### src/rtl/rnn_readout.sv
// rnn_readout: scores each RNN timestep as bias + w.h over 64 hidden units,
// streaming one rounded Q16.16 result per timestep through a valid/ready port.
module rnn_readout (
    input  logic        clk,
    input  logic        reset,
    input  logic        start,
    input  logic [10:0] num_t,
    output logic        busy,
    output logic        done,
    output logic        mce,
    output logic [2:0]  msel,
    output logic [16:0] maddr,
    input  logic [19:0] mdata_r,
    output logic        y_valid,
    input  logic        y_ready,
    output logic [31:0] y_data
);
    typedef enum logic [2:0] {IDLE, LOAD_W, LOAD_B, MAC, OUT} state_t;

    state_t state, state_n;
    logic [6:0]  k, k_n;
    logic [10:0] t, t_n, nt, nt_n;
    logic        done_n, ld_y;

    logic [19:0] w_rf [64];
    logic [19:0] bias;
    logic        d1_w, d1_b, d1_m, d2;
    logic [5:0]  d1_k;
    logic signed [39:0] prod;
    logic signed [45:0] acc;
    logic [45:0] rnd;

    assign busy    = state != IDLE;
    assign y_valid = state == OUT;
    assign rnd     = acc + 46'd32768;

    always_ff @(posedge clk) begin
        if (reset) begin
            state <= IDLE;
            k     <= '0;
            t     <= '0;
            nt    <= '0;
            done  <= 1'b0;
        end else begin
            state <= state_n;
            k     <= k_n;
            t     <= t_n;
            nt    <= nt_n;
            done  <= done_n;
        end
    end

    always_comb begin
        state_n = state;
        k_n     = k;
        t_n     = t;
        nt_n    = nt;
        done_n  = 1'b0;
        ld_y    = 1'b0;
        mce     = 1'b0;
        msel    = 3'b000;
        maddr   = '0;
        case (state)
            IDLE: begin
                if (start) begin
                    nt_n = num_t;
                    t_n  = '0;
                    k_n  = '0;
                    if (num_t == 11'd0) done_n = 1'b1;
                    else state_n = LOAD_W;
                end
            end
            LOAD_W: begin
                mce   = 1'b1;
                msel  = 3'b110;
                maddr = {11'd0, k[5:0]};
                k_n   = k + 7'd1;
                if (k == 7'd63) begin
                    k_n     = '0;
                    state_n = LOAD_B;
                end
            end
            LOAD_B: begin
                mce     = 1'b1;
                msel    = 3'b111;
                k_n     = '0;
                state_n = MAC;
            end
            MAC: begin
                // k runs past 63 for three drain cycles while the pipeline empties
                if (k < 7'd64) begin
                    mce   = 1'b1;
                    msel  = 3'b101;
                    maddr = {t, k[5:0]};
                end
                k_n = k + 7'd1;
                if (k == 7'd66) begin
                    ld_y    = 1'b1;
                    state_n = OUT;
                end
            end
            OUT: begin
                if (y_ready) begin
                    t_n = t + 11'd1;
                    k_n = '0;
                    if ({1'b0, t} + 12'd1 < {1'b0, nt}) state_n = MAC;
                    else begin
                        state_n = IDLE;
                        done_n  = 1'b1;
                    end
                end
            end
            default: state_n = IDLE;
        endcase
    end

    // Weight file is deliberately left out of reset
    always_ff @(posedge clk) begin
        if (d1_w) w_rf[d1_k] <= mdata_r;
    end

    always_ff @(posedge clk) begin
        if (reset) begin
            d1_w   <= 1'b0;
            d1_b   <= 1'b0;
            d1_m   <= 1'b0;
            d2     <= 1'b0;
            d1_k   <= '0;
            bias   <= '0;
            prod   <= '0;
            acc    <= '0;
            y_data <= '0;
        end else begin
            d1_w <= state == LOAD_W;
            d1_b <= state == LOAD_B;
            d1_m <= state == MAC && k < 7'd64;
            d2   <= d1_m;
            d1_k <= k[5:0];
            if (d1_b) bias <= mdata_r;
            if (d1_m) prod <= $signed(mdata_r) * $signed(w_rf[d1_k]);
            if (d1_m && d1_k == 6'd0) acc <= $signed({{10{bias[19]}}, bias, 16'd0});
            else if (d2) acc <= acc + {{6{prod[39]}}, prod};
            if (ld_y) y_data <= {{2{rnd[45]}}, rnd[45:16]};
        end
    end
endmodule

### config.mk
export PLATFORM = sky130hd
export DESIGN_NAME = rnn_readout
export DESIGN_NICKNAME = d
export VERILOG_FILES = /design/src/rtl/rnn_readout.sv
export SDC_FILE = /design/constraint.sdc
export NUM_CORES = 2
export LEC_CHECK = 0
export BUFFER_PORTS_ARGS = -buffer_cell sky130_fd_sc_hd__buf_2
export CAP_MARGIN = 25
export CORE_MARGIN = 8
export CORE_UTILIZATION = 56
export DETAILED_ROUTE_END_ITERATION = 16
export PLACE_DENSITY = 0.7
export SKIP_LAST_GASP = 1
export SLEW_MARGIN = 20
export SYNTH_ARGS = -nofsm -noshare
export SYNTH_HDL_FRONTEND = slang
export SYNTH_SLANG_ARGS = --single-unit
export TNS_END_PERCENT = 30
### constraint.sdc
create_clock -name clk -period 9.9 [get_ports clk]
set_clock_uncertainty 0.1 [all_clocks]
set_input_delay 1.485 -clock clk [delete_from_list [all_inputs] [get_ports clk]]
set_output_delay 1.485 -clock clk [all_outputs]
set_load 0.01 [all_outputs]
==> results.md <==
* Routed Antenna Nets at 0
* Row count at 131
* Reg2Reg Launch Point: d1_k[1]$_SDFF_PP0_
* Clock slew at reported path FFs at 60 ps
* Fin nets at 6,150
* Worst min-delay path class: register to register
* Met2 WL at 91,610 µm
* Outcome: finished clean
* Placed Cells at 7,033
* Die width at ~370 µm
* Synth cell count leaders: edfxtp_1 (1,280), inv_1 (490), a22oi_1 (429)
* Most frequent cell after synthesis: edfxtp_1
* Clock sink count at 1,459
* Via Count at 45,870
* Relative slew slack at 1.915%
* Worst Setup End Kind: register
* Period utilization at 97.01%
* Synth Cell Area at 71,560 µm²
* Setup CP Type: register to register
* CP required at 10,440 ps
* EDFF count, synth at approximately 1,300
* Initial core utilization at 56.26%
* HPWL Detailed at 126,400 µm
* Critical path fanouts, max at 33
* Non-filler instance count after layout at 7,309
* Max frequency at 104.1 MHz
* Post-route setup slack at 295.5 ps
* Placed Area at between 70,000 and 80,000 µm²
* Num ports at 91
* DR vias/cell at 6.275
* Gpl congestion at 0.8944
* Cells after Synth at 5,308
* Primary FF master, synth: edfxtp_1
* Cell leakage power at 29.04 nW
* Pin count of the biggest net entering global routing at 69
* Worst Tran Pin Value at 1471 ps
* Worst r2r dst: prod[37]$_SDFFE_PP0P_
* WL met1 at 73,640 µm
* Distinct cells, synth at 77
* WL final at 195,900 µm
* Met3 Wirelength at 20,790 µm
* Minimum clock period at 9604 ps
* Critical-path top delay cell: dfxtp_2
* Mean Syn Cell Area at 13.48 µm²
* Total grt overflow at 0
* WL/cell at 26.80 µm
* Design Area, Final at 80,130 µm²
* Num CTS Buffers at 147
* Syn Nets at ~5,900
* DRC Markers at 0
* Data arrival, critical path at between 10,000 and 15,000 ps
* GRT Util Overall at 27.22%
* VDD IR max at around 0.00095 V
* Initial antenna violation count at 11
* Worst Setup SP: d1_k[1]$_SDFF_PP0_
* Kind of start point of the critical path: register
* Register bit total from synthesis at between 1,000 and 1,500
* FILL cells at 9,384
* Final hold vios at 0
* Worst-Skew Late Latency at 790 ps
* Fraction of layout cells with a size suffix above 1 at 12.48%
* Fraction of registers with async set/reset at 0%
* Die ar. at 139,500 µm²
* Register-to-Register Path Depth at 35
* CTS tree: built
* Worst setup path end: prod[37]$_SDFFE_PP0P_
* Max-cap violations at 0
* Yosys Warn Count at 0
* R2R setup slack at 300 ps
* Post-synthesis sequential area ratio at 58.72%
* Setup WS pre-CTS at 101.6 ps
* Die Y at 373.5 µm
* Vias in the first global route at 45,970
* Synth top area share at 53.71%
* Area growth, synth to finish at 11.97%
* Core area at between 100,000 and 150,000 µm²
* CP most frequent cell: inv_1
* Max incr delay on CP at 590 ps
* Pre-antenna DRT Iters at 8
* Root Buffer: clkbuf_16
* Top area cells in the synthesized netlist: edfxtp_1 (54%), fa_1 (12%), dfxtp_1 (5.0%)
* IO Port Bufs at 90
* Fin. max-slew vios at 0
* 1st-iter DRT viols at 5,471
* Endpoints failing setup at 0
* H-tree levels at 4
* Yosys top cell by area: edfxtp_1
* PD cells at ~410 nW/µm²
* Number of hold buffers added after CTS at 0
* CTS Buffer Depth at 3
* Fin Setup TNS at 0 ps
* First-pass GRT wire length at approximately 290,000 µm
* Uppermost routed layer: met5
* Design Power at 0.03246 W
layout by cell type (no fill, tap or decap), drive strengths merged, types with 60 or more instances in the layout:
| master | count |
|---|---|
| edfxtp | 1280 |
| inv | 493 |
| a22oi | 429 |
| fa | 421 |
| buf | 382 |
| nor2 | 292 |
| nand2 | 254 |
| nor2b | 189 |
| clkbuf | 186 |
| dfxtp | 179 |
| ha | 166 |
| a21oi | 154 |
| a31oi | 125 |
| a221oi | 113 |
| a22o | 112 |
| o21ai | 75 |
| mux2i | 73 |
| xnor2 | 72 |
| clkinv | 64 |
| a211oi | 60 |
metrics by stage:
| step | hold slack [ps] | utilization [%] |
|---|---|---|
| after floorplan | 331.5 | - |
| after global placement | 342.5 | 59.28 |
| after detailed placement | 347.3 | 59.28 |
| after CTS | 355.2 | 62.89 |
| after global routing | 376.6 | 62.99 |
| final | 353.6 | 63.00 |
final cells by class:
class / count / area, µm² / area share [%]
flip-flops and latches: 1459 / 42030 / 52.45
multi-input cells: 3048 / 26550 / 33.14
clock buffers: 186 / 3865 / 4.823
repair buffers: 382 / 3033 / 3.785
well taps: 1662 / 2079 / 2.595
inverters: 490 / 1839 / 2.295
clock inverters: 77 / 723.2 / 0.9025
diodes: 5 / 12.51 / 0.01561
cell families after synthesis:
| logic type | after synthesis | synth area share, % |
|---|---|---|
| flip-flops | 1459 | 58.72 |
| AO/OA/AOI/OAI | 1187 | 12.01 |
| AND/OR/NAND/NOR | 1070 | 7.466 |
| buffers and inverters | 804 | 4.544 |
| adder cells (fa/ha/maj) | 587 | 14.68 |
| XOR/XNOR | 128 | 1.567 |
| multiplexers | 73 | 1.021 |
power breakdown:
part / internal (W) / switching [W] / leakage [nW] / total, W
Sequential: 0.00674 / 0.0000483 / 13.0 / 0.00679
Clock: 0.00288 / 0.00238 / 2.20 / 0.00527
Combinational: 0.00919 / 0.0112 / 13.9 / 0.0204
Total: 0.0188 / 0.0136 / 29.0 / 0.0325
flip-flops by register name, indices dropped and copies added (netlist names):
register	count
d1_b	1
t	11
bias	20
state	3
d1_w	1
y_data	30
d1_m	1
d1_k	6
k	7
done	1
d2	1
nt	11
acc	46
w_rf	1280
prod	40
worst max-delay path: cells and delay by family (launching register included):
family          cells  cell delay, ps
buf+inv            10            1060
simple gates        7            1910
flops               1             590
fa+ha+maj           8            3410
mux                 1             140
compound gates      8            2100
xor+xnor            1             100
timing repair:
item / 4_1_cts / 5_1_grt
setup buffers: 0 / 5
resized for setup: 0 / 11
endpoints found under the setup margin: 0 / 16
worst min-delay path by stage:
stage                          start               endpoint  slack [ps]  depth (start not counted)
6_report          nt[5]$_SDFFE_PP0P_     nt[5]$_SDFFE_PP0P_         350                          2
3_3_place_gp      nt[1]$_SDFFE_PP0P_     nt[1]$_SDFFE_PP0P_         340                          2
5_1_grt           nt[9]$_SDFFE_PP0P_     nt[9]$_SDFFE_PP0P_         380                          2
3_5_place_dp      nt[6]$_SDFFE_PP0P_     nt[6]$_SDFFE_PP0P_         350                          2
2_1_floorplan  prod[24]$_SDFFE_PP0P_  prod[24]$_SDFFE_PP0P_         330                          2
4_1_cts           nt[6]$_SDFFE_PP0P_     nt[6]$_SDFFE_PP0P_         360                          2
layer usage:
layer / global-route usage [%] / vias to the layer above
met3: 6.965 / 454
met2: 43.66 / 2438
li1: - / 19870
met4: 12.62 / 2
met5: 0 / -
met1: 34.98 / 23110
No activity file was read; power rests on OpenSTA's default activity.
